File: config.mk
export PLATFORM = sky130hd
export DESIGN_NAME = clint_irq_ctrl
export DESIGN_NICKNAME = d
export VERILOG_FILES = /design/src/rtl/clint_irq_ctrl.sv
export SDC_FILE = /design/constraint.sdc
export NUM_CORES = 1
export LEC_CHECK = 0
export ABC_AREA = 1
export CAP_MARGIN = 10
export CORE_UTILIZATION = 54
export DETAILED_ROUTE_END_ITERATION = 10
export PLACE_DENSITY = 0.82
export SETUP_SLACK_MARGIN = 0.4
export SYNTH_ARGS = -nofsm -noshare
export SYNTH_HDL_FRONTEND = slang
export SYNTH_SLANG_ARGS = --single-unit
File: constraint.sdc
create_clock -name clk -period 4.8 [get_ports clk]
set_clock_uncertainty 0.2 [all_clocks]
set_input_delay 0.48 -clock clk [delete_from_list [all_inputs] [get_ports clk]]
set_output_delay 0.48 -clock clk [all_outputs]
set_load 0.005 [all_outputs]
File: src/rtl/clint_irq_ctrl.sv
// Purpose : holds CLINT MSIP/MTIP pending bits, applies MIE/mstatus.MIE and drives one req/ack/done handshake.
// Latency : set pulse in N -> mip bit in N+1 -> irq_req in N+2; all outputs registered.
// Backpressure: request is held until irq_ack, until the source is no longer eligible, or until the ack timeout.
module clint_irq_ctrl #(
    parameter int          CAUSE_W     = 4,
    parameter int unsigned MSI_CAUSE   = 3,
    parameter int unsigned MTI_CAUSE   = 7,
    parameter int          ACK_TIMEOUT = 255
) (
    input  logic               clk,
    input  logic               rst,
    input  logic               timer_int,
    input  logic               clear_timer_int,
    input  logic               soft_int,
    input  logic               clear_soft_int,
    input  logic               mie_msie,
    input  logic               mie_mtie,
    input  logic               mstatus_mie,
    input  logic               irq_ack,
    input  logic               irq_done,
    output logic               irq_req,
    output logic [CAUSE_W-1:0] irq_cause,
    output logic               irq_active,
    output logic               mip_msip,
    output logic               mip_mtip,
    output logic               timeout_err
);

    // Cause codes trimmed to the output width.
    localparam logic [CAUSE_W-1:0] MSI_CODE = MSI_CAUSE[CAUSE_W-1:0];
    localparam logic [CAUSE_W-1:0] MTI_CODE = MTI_CAUSE[CAUSE_W-1:0];

    // Timeout fires when the counter reaches ACK_TIMEOUT-1 (counter is 0 in the first REQ cycle),
    // so the request is visible for exactly ACK_TIMEOUT cycles. ACK_TIMEOUT==0 disables it.
    localparam bit         TO_EN   = (ACK_TIMEOUT != 0);
    localparam logic [7:0] TO_LAST = (ACK_TIMEOUT > 0) ? 8'(ACK_TIMEOUT - 1) : 8'd0;

    typedef enum logic [1:0] {
        ST_IDLE    = 2'd0,
        ST_REQ     = 2'd1,
        ST_SERVICE = 2'd2
    } state_t;

    typedef enum logic {
        SRC_MSI = 1'b0,
        SRC_MTI = 1'b1
    } src_t;

    state_t             state_q;
    src_t               sel_src_q;
    logic [7:0]         cnt_q;
    logic               irq_req_q;
    logic               irq_active_q;
    logic [CAUSE_W-1:0] irq_cause_q;
    logic               timeout_err_q;

    logic               msip_q, msip_d;
    logic               mtip_q, mtip_d;

    logic               elig_s;
    logic               elig_t;
    logic               sel_elig;
    logic               to_hit;

    // Pending bit next state: a set pulse wins over a simultaneous clear.
    always_comb begin
        msip_d = soft_int  | (msip_q & ~clear_soft_int);
        mtip_d = timer_int | (mtip_q & ~clear_timer_int);
    end

    // Pending bits live independently of enables and of the handshake state.
    always_ff @(posedge clk or posedge rst) begin
        if (rst) begin
            msip_q <= 1'b0;
            mtip_q <= 1'b0;
        end else begin
            msip_q <= msip_d;
            mtip_q <= mtip_d;
        end
    end

    // Eligibility from registered pending bits, eligibility of the latched source, timeout compare.
    always_comb begin
        elig_s   = msip_q & mie_msie & mstatus_mie;
        elig_t   = mtip_q & mie_mtie & mstatus_mie;
        sel_elig = (sel_src_q == SRC_MSI) ? elig_s : elig_t;
        to_hit   = TO_EN && (cnt_q == TO_LAST);
    end

    // Handshake FSM with registered outputs; arbitration happens only when leaving IDLE.
    always_ff @(posedge clk or posedge rst) begin
        if (rst) begin
            state_q       <= ST_IDLE;
            sel_src_q     <= SRC_MSI;
            cnt_q         <= 8'd0;
            irq_req_q     <= 1'b0;
            irq_active_q  <= 1'b0;
            irq_cause_q   <= '0;
            timeout_err_q <= 1'b0;
        end else begin
            timeout_err_q <= 1'b0;
            case (state_q)
                ST_IDLE: begin
                    if (elig_s || elig_t) begin
                        // Software outranks timer (MSI > MTI).
                        state_q     <= ST_REQ;
                        irq_req_q   <= 1'b1;
                        cnt_q       <= 8'd0;
                        sel_src_q   <= elig_s ? SRC_MSI : SRC_MTI;
                        irq_cause_q <= elig_s ? MSI_CODE : MTI_CODE;
                    end
                end
                ST_REQ: begin
                    if (irq_ack) begin
                        // Ack beats withdraw and timeout in the same cycle.
                        state_q      <= ST_SERVICE;
                        irq_req_q    <= 1'b0;
                        irq_active_q <= 1'b1;
                    end else if (!sel_elig) begin
                        state_q     <= ST_IDLE;
                        irq_req_q   <= 1'b0;
                        irq_cause_q <= '0;
                    end else if (to_hit) begin
                        state_q       <= ST_IDLE;
                        irq_req_q     <= 1'b0;
                        irq_cause_q   <= '0;
                        timeout_err_q <= 1'b1;
                    end else begin
                        cnt_q <= cnt_q + 8'd1;
                    end
                end
                ST_SERVICE: begin
                    // Pending bits are left alone; software clears them through the CLINT.
                    if (irq_done) begin
                        state_q      <= ST_IDLE;
                        irq_active_q <= 1'b0;
                        irq_cause_q  <= '0;
                    end
                end
                default: begin
                    state_q      <= ST_IDLE;
                    irq_req_q    <= 1'b0;
                    irq_active_q <= 1'b0;
                    irq_cause_q  <= '0;
                end
            endcase
        end
    end

    // A request and an active handler are never presented together.
    a_req_act_excl: assert property (@(posedge clk) disable iff (rst) !(irq_req_q && irq_active_q));

    assign irq_req     = irq_req_q;
    assign irq_cause   = irq_cause_q;
    assign irq_active  = irq_active_q;
    assign mip_msip    = msip_q;
    assign mip_mtip    = mtip_q;
    assign timeout_err = timeout_err_q;

endmodule

==> metrics.md, run 1 <==
| Metric | Value |
|---|---|
| Run status | finished clean |
| CP endpoint | mip_msip |
| WL/cell | 11.70 um |
| Syn nets | 151 |
| Tightest Hold Check Type | reg -> reg |
| Via count | between 900 and 1000 |
| FFs w/ async S/R, synth | 1.000 |
| Worst-Margin Slew | about 0.70 ns |
| Cts hold-fix bufs | 0 |
| CP max FO | 3 |
| Final period util | 0.3944 |
| Synth Cell Area | ~1100 um2 |
| Detailed-route vias per instance | 4.973 |
| Worst EP required | a little over 4 ns |
| Yosys cell types | 23 |
| Reg power frac | 0.376 |
| Max-slew headroom at the worst pin | 0.5347 |
| Port Buffers | 18 |
| Worst R2R Setup Slack | 3.07 ns |
| Fmax | 528.2 MHz |
| CTS tree | done |
| Max-Cap Viols | 0 |
| Int Pwr | 333.7 uW |
| CP endpoint kind | output port |
| Top Ports | 20 |
| Final setup TNS | 0 ns |
| Critical Path Start | mip_msip |
| Starting density of the core | 0.5923 |
| Core area | 1783 um2 |
| CTS buffer count | 3 |
| WP depth | 1 |
| Arr. time, crit path | 1.21 ns |
| Final setup viols | 0 |
| Largest cells by area after synthesis | dfrtp_1 43%, nand2_1 18%, inv_1 5.7%, nand3_1 4.7%, nor2_4 4.3% |
| Total track usage | 0.2404 |
| Layout Cells excl Fill | 183 |
| Largest net degree at the start of global routing | 19 |
| CP bufs+invs | 1 |
| Post-detail-place hpwl | 1583 um |
| Slowest cell on crit path | clkdlybuf4s50_1 |
| Leakage power | 0.6626 nW |
| Worst skew pair latency | 0.30 ns |
| Synth warnings | 0 |
| Max stage delay on crit path | 0.51 ns |
| EDFF count, synth | 0 |
| Die height | 46.22 um |
| Area leader, netlist | dfrtp_1 |
| Worst setup path class | reg -> out |
| Clock Pin Slew Worst Setup and Hold Paths | 0.11 ns |
| Sequential fraction of the synthesis area | 0.4265 |
| Reg2reg start | cnt_q[0] |
| Post_cts resized | 0 |
| Net total in the final layout | between 150 and 200 |
| Number of global-route vias before repair | 861 |
| Synth-to-layout area growth | 22.04% |
| Pwr Density | 445.1 nW/um2 |
| Layout cells sized above 1 | 0.1392 |
| Final Util | 0.7228 |
| Setup crit start kind | flip-flop |
| Remaining DRCs | 0 |
| R2R Path End | cnt_q[2] |
| Top_reg_cell synth | dfrtp_1 |
| Syn Area/Cell | ~7.7 um2 |
| Seq cells post-synth | 18 |
| Drt first pass iters | 4 |
| Delay-heaviest family, CP | buffers and inverters |
| Post-synthesis cell count | 138 |
| Fin Hold WS | 0.2905 ns |
| Worst path cell trace | clkdlybuf4s50_1 |
| Top cell type's share of synthesized area | 0.4265 |
| Gpl congestion | 0.8040 |
| Ant diodes | 0 |
| Clock sinks | 18 |
| Clock network power share | 0.170 |
| Tot Pwr | 573.6 uW |
| Site Rows | 15 |
| Post-DRT Antenna Nets | 0 |
| Sw Pwr | 239.9 uW |
| Fin. Hold Viols | 0 |
| First-pass GRT wire length | 3636 um |
| Htree depth | 1 |
| Combinational power share | 0.454 |
| Root Buffer | clkbuf_4 |
| Initial antenna violation count | 0 |
| Max Buffers Root-to-Sink | 2 |
| Final WL | 2141 um |
| Placed cells | 179 |
| Congestion Overflow GR | 0 |
| Reg2reg path depth | 10 |
| Total die area | 2136 um2 |
| Max-slew violations | 0 |
| Sw frac | 0.4182 |
| Top cells by count, synth | 51 x nand2_1, 18 x dfrtp_1, 16 x inv_1 |
| DIE WIDTH | about 46 um |
| Count leader, synth | nand2_1 |
| Worst VDD drop | between 300 and 400 uV |
| RSZ-0062 raised after global routing | false |
| Initial DRC Count | 20 |
| Post-CTS setup buffer count | 0 |
| Tmin final | 1.893 ns |
[per-layer routing]
metal,vias to the layer above,GRT usage,share of wire
li1,463,-,-
met1,420,0.3235,0.45
met2,21,0.3746,0.50
met3,6,0.03922,0.033
met4,0,0.1118,0.024
met5,-,0,0
[cells in the final DEF (no fill, tap or decap)]
| cell type | netlist | final |
|---|---|---|
| inv_8 | 1 | 1 |
| dfrtp_1 | 18 | 18 |
| nand2_2 | 2 | 2 |
| nand3_1 | 10 | 10 |
| nand2_4 | 2 | 2 |
| conb_1 | 1 | 1 |
| inv_2 | 2 | 2 |
| a21boi_1 | 1 | 1 |
| nor2_1 | 8 | 8 |
| o21ai_1 | 2 | 2 |
| nand2_1 | 51 | 51 |
| clkdlybuf4s50_1 | 0 | 18 |
| nand3_2 | 3 | 3 |
| nand4_1 | 1 | 1 |
| xor2_1 | 1 | 1 |
| nor3_1 | 1 | 1 |
| inv_1 | 16 | 16 |
| ha_1 | 2 | 2 |
| or2_1 | 1 | 1 |
| clkbuf_8 | 0 | 1 |
| nor2_4 | 4 | 4 |
| o21bai_1 | 3 | 3 |
| clkbuf_4 | 0 | 3 |
| nor2_2 | 4 | 4 |
| o21ai_0 | 2 | 2 |
[layout make-up]
class	instances	area (um2)
clock buffer	4	36.28
timing repair buffer	18	180.2
inverter	19	78.83
tap	25	31.28
fill	148	494.2
multi-input combinational	99	511.7
sequential	18	450.4
[state kept, by name (all words and copies together) (netlist names)]
| name | count |
|---|---|
| irq_req | 1 |
| mip_mtip | 1 |
| timeout_err | 1 |
| state_q | 2 |
| irq_cause | 2 |
| sel_src_q | 1 |
| cnt_q | 8 |
| mip_msip | 1 |
| irq_active | 1 |
[how the worst min path moves through the flow]
| stage | startpoint | to | slack, ns | cells past startpoint |
|---|---|---|---|---|
| floorplan | rst | cnt_q[0] | 0.22 | 1 |
| global placement | cnt_q[7] | cnt_q[7] | 0.25 | 2 |
| detailed placement | cnt_q[7] | cnt_q[7] | 0.26 | 2 |
| CTS | cnt_q[7] | cnt_q[7] | 0.29 | 2 |
| global route | cnt_q[7] | cnt_q[7] | 0.32 | 2 |
| finish | cnt_q[7] | cnt_q[7] | 0.29 | 2 |
[power by group through the flow]
| stage | clock, mW | sequential [mW] | combinational, mW |
|---|---|---|---|
| after floorplan | 0 | 0.213 | 0.178 |
| after global placement | 0 | 0.213 | 0.247 |
| after detailed placement | 0 | 0.218 | 0.255 |
| after CTS | 0.0989 | 0.215 | 0.261 |
| after global routing | 0.106 | 0.218 | 0.290 |
| final | 0.0974 | 0.216 | 0.260 |
[through the flow]
| step | instance area (um2) | setup slack [ns] |
|---|---|---|
| after floorplan | 1056 | 3.288 |
| after global placement | 1252 | 2.779 |
| after detailed placement | 1252 | 2.716 |
| after CTS | 1289 | 2.891 |
| after global routing | 1289 | 2.847 |
| final | 1289 | 2.907 |
[cell families (layout without fill, tap and decap cells)]
group	after synthesis	after routing	synth area share
AO/OA/AOI/OAI	8	8	0.04740
XOR/XNOR	1	1	0.008295
adder cells (fa/ha/maj)	2	2	0.02369
buffers and inverters	21	41	0.08886
flip-flops	18	18	0.4265
other	1	1	0.003551
AND/OR/NAND/NOR	87	87	0.4017
[tightest hold or removal path: stages, from the launching register on]
cell and delay [ns]:
dfrtp_1 0.37, nand2_1 0.05, nand2_1 0.05
(Power assumes the default switching activity.)
==> inputs of run 2 (changes only) <==
--- a/config.mk
+++ b/config.mk
@@ -7,9 +7,9 @@
 export LEC_CHECK = 0
 export ABC_AREA = 1
 export CAP_MARGIN = 10
-export CORE_UTILIZATION = 54
+export CORE_UTILIZATION = 50
 export DETAILED_ROUTE_END_ITERATION = 10
-export PLACE_DENSITY = 0.82
+export PLACE_DENSITY = 0.77
 export SETUP_SLACK_MARGIN = 0.4
 export SYNTH_ARGS = -nofsm -noshare
 export SYNTH_HDL_FRONTEND = slang
==> constraint.sdc (replaced) <==
create_clock -name clk -period 1.9 [get_ports clk]
set_clock_uncertainty 0.2 [all_clocks]
set_input_delay 0.19 -clock clk [delete_from_list [all_inputs] [get_ports clk]]
set_output_delay 0.19 -clock clk [all_outputs]
set_load 0.005 [all_outputs]
==> run 2 against run 1 <==
Non-clock buffer count is 6 higher. Sequential share of layout area is 2.3 points lower. Critical endpoint is now cnt_q[3]. Critical path depth is 8 higher. Final cell count is 4.4% higher. Largest power group unchanged. Highest routed layer unchanged. Largest cell class unchanged. Power grew to 2.6 times the previous value. Utilization is 2.6 points lower.
==> metrics.md, run 2 (synthesis gave the netlist of run 1 again) <==
| Metric | Value |
|---|---|
| Top Ports | 20 |
| Arr. time, crit path | 1.52 ns |
| Worst setup path class | reg -> reg |
| Clock Pin Slew Worst Setup and Hold Paths | 0.11 ns |
| Post-route setup slack | 0.3719 ns |
| Htree depth | 1 |
| Worst EP required | about 1.9 ns |
| Initial DRC Count | 30 |
| Worst R2R Setup Slack | 0.37 ns |
| Reg2reg start | cnt_q[1] |
| Tmin final | around 1.5 ns |
| Net total in the final layout | 178 |
| CP endpoint kind | flip-flop |
| CP max FO | 8 |
| Fin. Hold Viols | 0 |
| Final period util | 0.8043 |
| Starting density of the core | 0.5328 |
| Total die area | 2300 um2 |
| WL/cell | 11.51 um |
| Initial antenna violation count | 0 |
| Placed cells | approximately 180 |
| Detailed-route vias per instance | 4.874 |
| Final setup TNS | 0 ns |
| Largest reg by FF count | cnt_q |
| First-pass GRT wire length | 3325 um |
| Multi-input gate area | between 500 and 600 um2 |
| R2R Path End | cnt_q[3] |
| Layout Cells excl Fill | 191 |
| Largest net degree at the start of global routing | 19 |
| Worst VDD drop | 765.8 uV |
| Total track usage | 0.2099 |
| Max-Cap Viols | 0 |
| Reg area | roughly 450 um2 |
| Setup crit start kind | flip-flop |
| Congestion Overflow GR | 0 |
| Site Rows | 16 |
| Hold Crit Start | clear_soft_int |
| Commonest non-fill, non-tap cell in the layout | nand2_1 |
| Number of global-route vias before repair | 794 |
| Fmax | 654.4 MHz |
| Max stage delay on crit path | ~0.46 ns |
| Tightest Hold Check Type | in -> reg |
| DIE WIDTH | 47.96 um |
| Reg2reg path depth | 9 |
| Layout cells sized above 1 | 0.2134 |
| Post-DRT Antenna Nets | 0 |
| Final WL | 2198 um |
| Worst path cell trace | ha_4 -> nand2_4 -> nor2_4 -> nand2_4 -> nor2_4 -> nor2_4 -> nand2_4 -> nand2_1 -> nand2_1 |
| Via count | 931 |
| Post-detail-place hpwl | 1594 um |
| Port Buffers | 18 |
| Ant diodes | 0 |
| CTS buffer count | 3 |
| Pwr Density | 1098 nW/um2 |
| Remaining DRCs | 0 |
| Root Buffer | clkbuf_4 |
| Die height | 47.96 um |
| Max Buffers Root-to-Sink | 2 |
| Slowest cell on crit path | dfrtp_2 |
| Fill cells | 164 |
| Worst hold endpoint | mip_msip |
| Leakage power | 0.7235 nW |
| RSZ-0062 raised after global routing | true |
| Setup WS pre-CTS | 0.1196 ns |
| Final setup viols | 0 |
| Core area | slightly below 2000 um2 |
| Clock sinks | 18 |
| Number of flip-flops in the largest register | 8 |
| Worst skew pair latency | 0.30 ns |
| Synth-to-layout area growth | 30.81% |
| Run status | finished clean |
| Hold path depth | 2 |
| Drt first pass iters | 4 |
| Most frequent cells in the layout | 48 x nand2_1, 17 x dfrtp_1, 14 x inv_1 |
| Gpl congestion | 0.8215 |
| CTS tree | done |
| Max-slew violations | 0 |
[run 2: final cells by class]
class / instances / share of cell area
multi-input combinational: 99 / 0.4067
sequential: 18 / 0.3270
timing repair buffer: 24 / 0.1585
inverter: 19 / 0.05707
clock buffer: 4 / 0.02627
tap: 27 / 0.02446
[run 2: where the power goes]
| group | switching [mW] | internal, mW | leakage [nW] |
|---|---|---|---|
| clock | 0.128 | 0.117 | 0.0210 |
| combinational | 0.445 | 0.292 | 0.470 |
| sequential | 0.0675 | 0.468 | 0.233 |
| total | 0.640 | 0.877 | 0.724 |
[run 2: metrics by stage]
| stage | power (mW) | hold slack [ns] | util | cell area, um2 |
|---|---|---|---|---|
| 2_1_floorplan | 0.9974 | -0.07143 | - | 1061 |
| 3_3_place_gp | 1.181 | 0.2553 | 0.6395 | 1267 |
| 3_5_place_dp | 1.206 | 0.2590 | 0.6395 | 1267 |
| 4_1_cts | 1.481 | 0.2272 | 0.6768 | 1341 |
| 5_1_grt | 1.626 | 0.2358 | 0.6970 | 1381 |
| 6_report | 1.517 | 0.2302 | 0.6970 | 1381 |
[run 2: layer usage]
metal  global-route usage  share of wire  wire (um)  vias up
met5                    0              0          0        -
met4              0.08333          0.015         33        0
met3              0.04528          0.044         97        5
met2               0.3243           0.50       1102       29
met1               0.2834           0.44        965      425
li1                     -              -          -      472
[run 2: worst max path at each step]
stage               slack, ns  depth (start not counted)   startpoint       end
floorplan                0.43                         10     cnt_q[0]  cnt_q[5]
global placement         0.17                          8  mstatus_mie  cnt_q[5]
detailed placement       0.12                          8  mstatus_mie  cnt_q[3]
CTS                      0.34                         10     cnt_q[0]  cnt_q[3]
global route             0.28                         10     cnt_q[0]  cnt_q[3]
finish                   0.37                          9     cnt_q[1]  cnt_q[3]
[run 2: timing repair]
item / CTS / global route
endpoints found under the hold margin: 8 / 0
setup buffers: 4 / 0
pin swaps: 1 / 5
gates cloned: 0 / 0
hold buffers: 1 / 0
setup endpoints to repair: 19 / 14
resized for setup: 11 / 11
[run 2: worst max-delay path, delay by kind of cell (launching register included)]
| kind | cells | cell delay, ns |
|---|---|---|
| adder cells (fa/ha/maj) | 1 | 0.18 |
| AND/OR/NAND/NOR | 8 | 0.58 |
| flip-flops | 1 | 0.46 |
